### config.mk
export PLATFORM = sky130hd
export DESIGN_NAME = ddr_burst_arbiter
export DESIGN_NICKNAME = d
export VERILOG_FILES = /design/src/rtl/ddr_burst_arbiter.sv
export SDC_FILE = /design/constraint.sdc
export NUM_CORES = 1
export LEC_CHECK = 0
export ABC_AREA = 1
export ABC_CLOCK_PERIOD_IN_PS = 4100
export CAP_MARGIN = 20
export CORE_AREA = 4 4 387 389
export DETAILED_ROUTE_END_ITERATION = 12
export DIE_AREA = 0 0 391 393
export PLACE_DENSITY = 0.3
export SYNTH_ARGS = -nofsm -noshare
export SYNTH_HDL_FRONTEND = slang
export SYNTH_HIERARCHICAL = 1
export SYNTH_SLANG_ARGS = --single-unit
### constraint.sdc
create_clock -name m_axi_aclk -period 4.1 [get_ports m_axi_aclk]
set_input_delay 0.615 -clock m_axi_aclk [delete_from_list [all_inputs] [get_ports m_axi_aclk]]
set_output_delay 0.615 -clock m_axi_aclk [all_outputs]
set_load 0.02 [all_outputs]
### src/rtl/ddr_burst_arbiter.sv
// Two-channel DDR burst arbiter: independent round-robin write and read
// directions sharing one downstream burst port each.

module ddr_burst_dir #(
    parameter int TIMEOUT = 1024
) (
    input  logic        clk,
    input  logic        rst,
    input  logic [1:0]  ch_req,
    input  logic [15:0] ch_len,
    input  logic [55:0] ch_addr,
    input  logic        burst_finish,
    output logic        busy,
    output logic        grant,
    output logic [1:0]  ch_finish,
    output logic [7:0]  burst_len,
    output logic [27:0] burst_addr,
    output logic        err
);

    localparam int CW = $clog2(TIMEOUT) + 1;
    localparam logic [CW-1:0] TERM = CW'(TIMEOUT - 1);

    typedef enum logic [1:0] {
        IDLE,
        BUSY,
        GAP
    } state_t;

    state_t        state_q, state_d;
    logic          grant_q, grant_d;
    logic          last_q, last_d;
    logic [7:0]    len_q, len_d;
    logic [27:0]   addr_q, addr_d;
    logic [CW-1:0] cnt_q, cnt_d;
    logic          gap_q, gap_d;
    logic          err_q, err_d;
    logic          pick;

    // Burst state and captured request; last grant resets to 1 so ch0 wins first tie
    always_ff @(posedge clk or posedge rst) begin
        if (rst) begin
            state_q <= IDLE;
            grant_q <= 1'b0;
            last_q  <= 1'b1;
            len_q   <= '0;
            addr_q  <= '0;
            cnt_q   <= '0;
            gap_q   <= 1'b0;
            err_q   <= 1'b0;
        end else begin
            state_q <= state_d;
            grant_q <= grant_d;
            last_q  <= last_d;
            len_q   <= len_d;
            addr_q  <= addr_d;
            cnt_q   <= cnt_d;
            gap_q   <= gap_d;
            err_q   <= err_d;
        end
    end

    // Arbitration, burst completion/timeout and the two-cycle request gap
    always_comb begin
        state_d   = state_q;
        grant_d   = grant_q;
        last_d    = last_q;
        len_d     = len_q;
        addr_d    = addr_q;
        cnt_d     = cnt_q;
        gap_d     = gap_q;
        err_d     = err_q;
        ch_finish = 2'b00;
        pick      = (ch_req == 2'b11) ? ~last_q : ch_req[1];
        unique case (state_q)
            IDLE: begin
                if (|ch_req) begin
                    grant_d = pick;
                    len_d   = pick ? ch_len[15:8] : ch_len[7:0];
                    addr_d  = pick ? ch_addr[55:28] : ch_addr[27:0];
                    cnt_d   = '0;
                    state_d = BUSY;
                end
            end
            BUSY: begin
                cnt_d = cnt_q + 1'b1;
                if (burst_finish || cnt_q == TERM) begin
                    ch_finish = grant_q ? 2'b10 : 2'b01;
                    last_d    = grant_q;
                    gap_d     = 1'b0;
                    state_d   = GAP;
                    if (!burst_finish) begin
                        err_d = 1'b1;
                    end
                end
            end
            GAP: begin
                gap_d = 1'b1;
                if (gap_q) begin
                    state_d = IDLE;
                end
            end
            default: state_d = IDLE;
        endcase
    end

    assign busy       = (state_q == BUSY);
    assign grant      = grant_q;
    assign burst_len  = len_q;
    assign burst_addr = addr_q;
    assign err        = err_q;

endmodule

module ddr_burst_arbiter #(
    parameter int AXI_DATA_WIDTH = 256,
    parameter int TIMEOUT        = 1024
) (
    input  logic                        m_axi_aclk,
    input  logic                        m_axi_areset,
    input  logic [1:0]                  ch_wr_req,
    input  logic [15:0]                 ch_wr_len,
    input  logic [55:0]                 ch_wr_addr,
    output logic [1:0]                  ch_wr_data_req,
    input  logic [2*AXI_DATA_WIDTH-1:0] ch_wr_data,
    output logic [1:0]                  ch_wr_finish,
    input  logic [1:0]                  ch_rd_req,
    input  logic [15:0]                 ch_rd_len,
    input  logic [55:0]                 ch_rd_addr,
    output logic [1:0]                  ch_rd_data_valid,
    output logic [1:0]                  ch_rd_finish,
    output logic                        wr_burst_req,
    output logic [7:0]                  wr_burst_len,
    output logic [27:0]                 wr_burst_addr,
    input  logic                        wr_burst_data_req,
    output logic [AXI_DATA_WIDTH-1:0]   wr_burst_data,
    input  logic                        wr_burst_finish,
    output logic                        rd_burst_req,
    output logic [7:0]                  rd_burst_len,
    output logic [27:0]                 rd_burst_addr,
    input  logic                        rd_burst_data_valid,
    input  logic                        rd_burst_finish,
    output logic [1:0]                  err
);

    logic wr_busy, wr_gnt, wr_err;
    logic rd_busy, rd_gnt, rd_err;

    ddr_burst_dir #(.TIMEOUT(TIMEOUT)) u_wr (
        .clk          (m_axi_aclk),
        .rst          (m_axi_areset),
        .ch_req       (ch_wr_req),
        .ch_len       (ch_wr_len),
        .ch_addr      (ch_wr_addr),
        .burst_finish (wr_burst_finish),
        .busy         (wr_busy),
        .grant        (wr_gnt),
        .ch_finish    (ch_wr_finish),
        .burst_len    (wr_burst_len),
        .burst_addr   (wr_burst_addr),
        .err          (wr_err)
    );

    ddr_burst_dir #(.TIMEOUT(TIMEOUT)) u_rd (
        .clk          (m_axi_aclk),
        .rst          (m_axi_areset),
        .ch_req       (ch_rd_req),
        .ch_len       (ch_rd_len),
        .ch_addr      (ch_rd_addr),
        .burst_finish (rd_burst_finish),
        .busy         (rd_busy),
        .grant        (rd_gnt),
        .ch_finish    (ch_rd_finish),
        .burst_len    (rd_burst_len),
        .burst_addr   (rd_burst_addr),
        .err          (rd_err)
    );

    assign wr_burst_req = wr_busy;
    assign rd_burst_req = rd_busy;
    assign err          = {rd_err, wr_err};

    // Zero-latency data steering toward the granted channel while busy
    always_comb begin
        ch_wr_data_req   = 2'b00;
        ch_rd_data_valid = 2'b00;
        wr_burst_data    = '0;
        if (wr_busy) begin
            ch_wr_data_req = wr_gnt ? {wr_burst_data_req, 1'b0}
                                    : {1'b0, wr_burst_data_req};
            wr_burst_data  = wr_gnt ? ch_wr_data[2*AXI_DATA_WIDTH-1:AXI_DATA_WIDTH]
                                    : ch_wr_data[AXI_DATA_WIDTH-1:0];
        end
        if (rd_busy) begin
            ch_rd_data_valid = rd_gnt ? {rd_burst_data_valid, 1'b0}
                                      : {1'b0, rd_burst_data_valid};
        end
    end

endmodule

-- Word-level counts from Yosys, hierarchy flattened
Index checks and enable logic that the tools add are counted.
- register bits: 106
- input bits: 666
- word-level logic and storage cells: 92
- add/subtract/negate cells: 2
- equality and inequality tests: 14
- mux-type cells: 34
- bitwise logic cells: 4
- reduce and logical (&&, ||, !) cells: 22
- operators by type and width (cell ; count):
    256-bit two-way mux ; 2
    28-bit two-way mux ; 2
    11-bit one-hot mux with 2 select lines ; 2
    2-bit two-way mux ; 16
    11-bit by 1-bit adder with 11-bit output, second input constant ; 2
    11-bit by 10-bit equality test with 1-bit output, second input constant ; 2
    11-bit two-way mux ; 2
    8-bit two-way mux ; 2
    2-bit AND reduction ; 8
    2-bit by 1-bit inequality test with 1-bit output, second input constant ; 6
    2-bit one-hot mux with 3 select lines ; 2
    3-bit AND reduction ; 4
    2-bit equality test, second input constant ; 4
    2-bit nonzero test ; 4
    2-bit by 1-bit equality test with 1-bit output, second input constant ; 2
    2-bit logical NOT ; 2
    1-bit two-way mux ; 4
    1-bit NOT ; 4
    1-bit one-hot mux with 2 select lines ; 2
    2-bit OR reduction ; 2
    1-bit logical OR ; 2

-- Depth between registers and ports, before layout
- word-level depth: 4
- gate-level depth with buffers: 9
- mapped depth without buffers: 8

-- By module
The synthesis kept the hierarchy.
- by module, submodules not included (module ; times used ; cells an instance ; area each (µm²)):
    ddr_burst_arbiter ; 1 ; 1376 ; 5531.6
    ddr_burst_dir ; 2 ; 314 ; 2552.4

-- Worst setup path before layout
OpenSTA, ideal clock, no wires.
- path kind: register to output
- from: register u_wr.state_q[1]
- to: output port wr_burst_data[125]
- arrival time: 1630 ps
- data required time: 3485 ps
- slack: 1855 ps
- cell stages (with the launch flop): 10
- path through: dfrtp_1 > inv_1 > nand2_2 > inv_2 > buf_6 > buf_2 > buf_2 > buf_4 > nand2_1 > nor2_1
- cells in the longest elaborated chain, start to end: 2
- ends and longest elaborated chain (element ; line ; source):
    start, declared ; 30 ; state_t state_q, state_d;
    start signal, assigned ; 52 ; state_q <= state_d;
    2-bit by 1-bit equality test with 1-bit output ; 107 ; assign busy = (state_q == BUSY);
    via wr_burst_req ; 132 ; output logic wr_burst_req,
    256-bit two-way mux ; 188 ; if (wr_busy) begin
    end, declared ; 136 ; output logic [AXI_DATA_WIDTH-1:0] wr_burst_data,
The timed path passes the listed nets, and every way through them passes these cells.

-- Final worst setup path
- from: register u_wr.grant_q, in the netlist u_wr/grant
- to: output port wr_burst_data[101]
- cells in the longest elaborated chain, start to end: 2
- ends and longest elaborated chain (element ; line ; source):
    start, declared ; 31 ; logic grant_q, grant_d;
    start signal, assigned ; 53 ; grant_q <= grant_d;
    256-bit two-way mux ; 191 ; wr_burst_data = wr_gnt ? ch_wr_data[2*AXI_DATA_WIDTH-1:AXI_DATA_WIDTH]
    256-bit two-way mux ; 188 ;
No other way between the ends.

==> metrics.txt <==
outcome finished, final reports clean; setup TNS 0 ns; Worst slew margin 39.7%; largest family of logic cells by synthesized area simple AND/OR/NAND/NOR gates; DR iter-0 viols 704; CP endpoint kind output port; Simple-Gate Fraction of Synth Area 47.0%; I/O Pins 1006; first-pass GRT wire length 134000 µm; post-synthesis sequential area ratio 25.0%; I/O Buffers 1005; placed insts 4860; mux cell area share after synthesis 0%; postcts setup bufs 0; dpl hpwl 89500 µm; Synth Area in XOR/XNOR 0%; GRT Util Overall 12.8%; Clock Root Buffer clkbuf_16; Max Slew Vio Count 0; Final Critical Period 3.62 ns; Reg clk slew, reported paths 0.08 ns; clock buffer depth 2; post-CTS resize count 0; vias per inst 3.15; Largest stage delay, worst path 0.79 ns; final wirelength 105000 µm; P&R area growth vs syn 115%; Max Clock Skew 0.00745 ns; first drt pass iteration count 5; Seq cells post-synth 106; layout cells sized above 1 2.95%; final net count 3609; critical path class flop to output port; Post-Synthesis Cells 2004; crit start category flop; period utilization 88.2%; Routability Congestion 0.838; Die Y-Extent 393 µm; LEAKAGE 10.0 nW; antenna violations before repair 60; cells along the critical path buf_4, nor2_1, nor2_1, clkdlybuf4s50_1; Post-Layout Cell Count 4887; Inserted Clock Buffers 9; hold buffer count at CTS 0; post-synthesis adder-cell area fraction 0.235%; Mapped Nets 2672; synthesized area 0.0106 mm²; core area 0.147 mm²; Core Rows 141; fmax 276 MHz; most frequent CP cell nor2_1; Avg Inst Size Synth 5.31 µm²; via count 15395; multi-input logic area 0.00591 mm²; Netlist cell types 24; vias in the first global route 15265; Worst Path Required 3.48 ns; Fillers 17119; # DRC 0; largest net degree at the start of global routing 64; DIE WIDTH 391 µm; Setup-failing EPs final 0; Pwr Density 622 mW/mm²; CP max stage cell clkdlybuf4s50_1; final hold vios 0; clock latency on the worst-skew pair 0.39 ns; Initial Util 7.25%; unrepaired setup endpoints after global routing no; clk sinks 106; CTS tree yes; area taken by flip-flops and latches 0.00266 mm²; Least-Margin Pin Slew 0.903 ns; Crit Path Max Fanout 25; H-tree lvl count 3; global route overflow 0; Avg WL per Cell 21.4 µm; antenna-violating nets left 0; class of the worst hold path flop to flop; Compound-Gate Fraction of Synth Area 8.30%; Peak VDD IR 0.305 mV; die area 0.154 mm²; total number of yosys warnings 6; WP data arrival 3.00 ns; Max-Cap Viols 0
logic make-up (layout without fill, tap and decap cells):
group,Yosys count,in the layout
buffers and inverters,412,1354
adders and majority gates,2,2
and+or+nand+nor,1312,1312
other,0,11
AOI/OAI and AO/OA,172,172
DFF,106,106
Yosys cell counts:
library cell / number / share of area (%)
nand4_1: 2 / 0.12
nand3_1: 22 / 1.0
o21ai_0: 74 / 3.5
nand3b_1: 2 / 0.14
and2_1: 2 / 0.12
o21ai_1: 86 / 4.0
nor2_2: 4 / 0.24
buf_6: 42 / 4.4
ha_1: 2 / 0.24
inv_1: 286 / 10
dfstp_2: 2 / 0.49
inv_2: 4 / 0.14
buf_4: 44 / 3.1
nand2_1: 654 / 23
nand2_2: 6 / 0.35
clkbuf_2: 4 / 0.19
clkbuf_1: 1 / 0.035
inv_4: 2 / 0.12
nor3_1: 4 / 0.19
dfrtp_1: 104 / 24
buf_2: 29 / 1.4
nor2_1: 616 / 22
o21ai_4: 2 / 0.31
a21oi_1: 10 / 0.47
metal layers:
metal  part of all wire [%]  track usage [%]  wire (µm)
met1                     37             13.7      39000
met2                     51             23.6      53400
met3                     10             5.48      10500
met4                    1.1             1.97       1190
met5                   0.32                0        331
sequential cells by signal (all words and copies together), names as in the netlist:
| register | count |
|---|---|
| u_rd/burst_addr | 28 |
| u_wr/burst_addr | 28 |
| u_rd/cnt_q | 11 |
| u_wr/cnt_q | 11 |
| u_rd/burst_len | 8 |
| u_wr/burst_len | 8 |
| u_rd/state_q | 2 |
| u_wr/state_q | 2 |
| u_rd/err | 1 |
| u_rd/gap_q | 1 |
| u_rd/grant | 1 |
| u_rd/last_q | 1 |
| u_wr/err | 1 |
| u_wr/gap_q | 1 |
| u_wr/grant | 1 |
| u_wr/last_q | 1 |
critical path, delay by kind of cell, from the launching register on:
| kind | cells | cell delay (ns) |
|---|---|---|
| flops | 1 | 0.73 |
| buf+inv | 2 | 1.12 |
| simple gates | 2 | 0.68 |
stage by stage:
stage / power (mW) / area [µm²] / setup slack (ns) / utilization, % / hold slack (ns)
6_report: 14.2 / 22900 / 0.483 / 15.6 / 0.460
3_3_place_gp: 13.7 / 22500 / 0.680 / 15.4 / 0.447
4_1_cts: 14.7 / 22800 / 0.222 / 15.6 / 0.460
5_1_grt: 15.4 / 22800 / 0.263 / 15.6 / 0.497
3_5_place_dp: 13.6 / 22500 / 0.709 / 15.4 / 0.458
2_1_floorplan: 7.68 / 10600 / 1.85 / - / 0.435
power by group:
group	leakage, nW	switching [mW]	internal (mW)
sequential	1.31	0.323	1.49
combinational	8.59	7.00	4.45
clock	0.143	0.478	0.493
placed cells by master, fill, tap and decap left out, drive strengths merged, types with 4 or more instances in the layout:
cell | Yosys | layout
nor2 | 620 | 620
o21ai | 162 | 162
inv | 292 | 292
nand2 | 660 | 660
clkdlybuf4s50 | 0 | 996
nor3 | 4 | 4
dfrtp | 104 | 104
clkbuf | 5 | 12
a21oi | 10 | 10
buf | 115 | 50
nand3 | 22 | 22
diode | 0 | 11
final cells by class:
type / count / share of cell area, %
Antenna cell: 11 / 0.120
Clock buffer: 12 / 1.08
Clock inverter: 4 / 0.224
Inverter: 292 / 4.85
Multi-Input combinational cell: 1486 / 25.8
Sequential cell: 106 / 11.6
Tap cell: 1930 / 10.6
Timing Repair Buffer: 1046 / 45.7
path summary, 6_finish.rpt:
check,start,to,slack (ns),cells past startpoint
worst max-delay path,u_wr/grant$_DFFE_PP0P_,wr_burst_data[101],0.48,4
worst min-delay path,u_rd/gap_q$_DFFE_PP0P_,u_rd/state_q[1]$_DFFE_PP0P_,0.46,1
worst max register to register,u_wr/state_q[1]$_DFFE_PP0P_,u_wr/cnt_q[7]$_DFFE_PP0P_,2.30,8
worst min register to register,u_rd/gap_q$_DFFE_PP0P_,u_rd/state_q[1]$_DFFE_PP0P_,0.46,1
max in group asynchronous,m_axi_areset,u_wr/cnt_q[2]$_DFFE_PP0P_,2.57,3
min in group asynchronous,m_axi_areset,u_rd/burst_len[7]$_DFFE_PP0P_,0.73,2
Power figures use the tool's default switching activity.
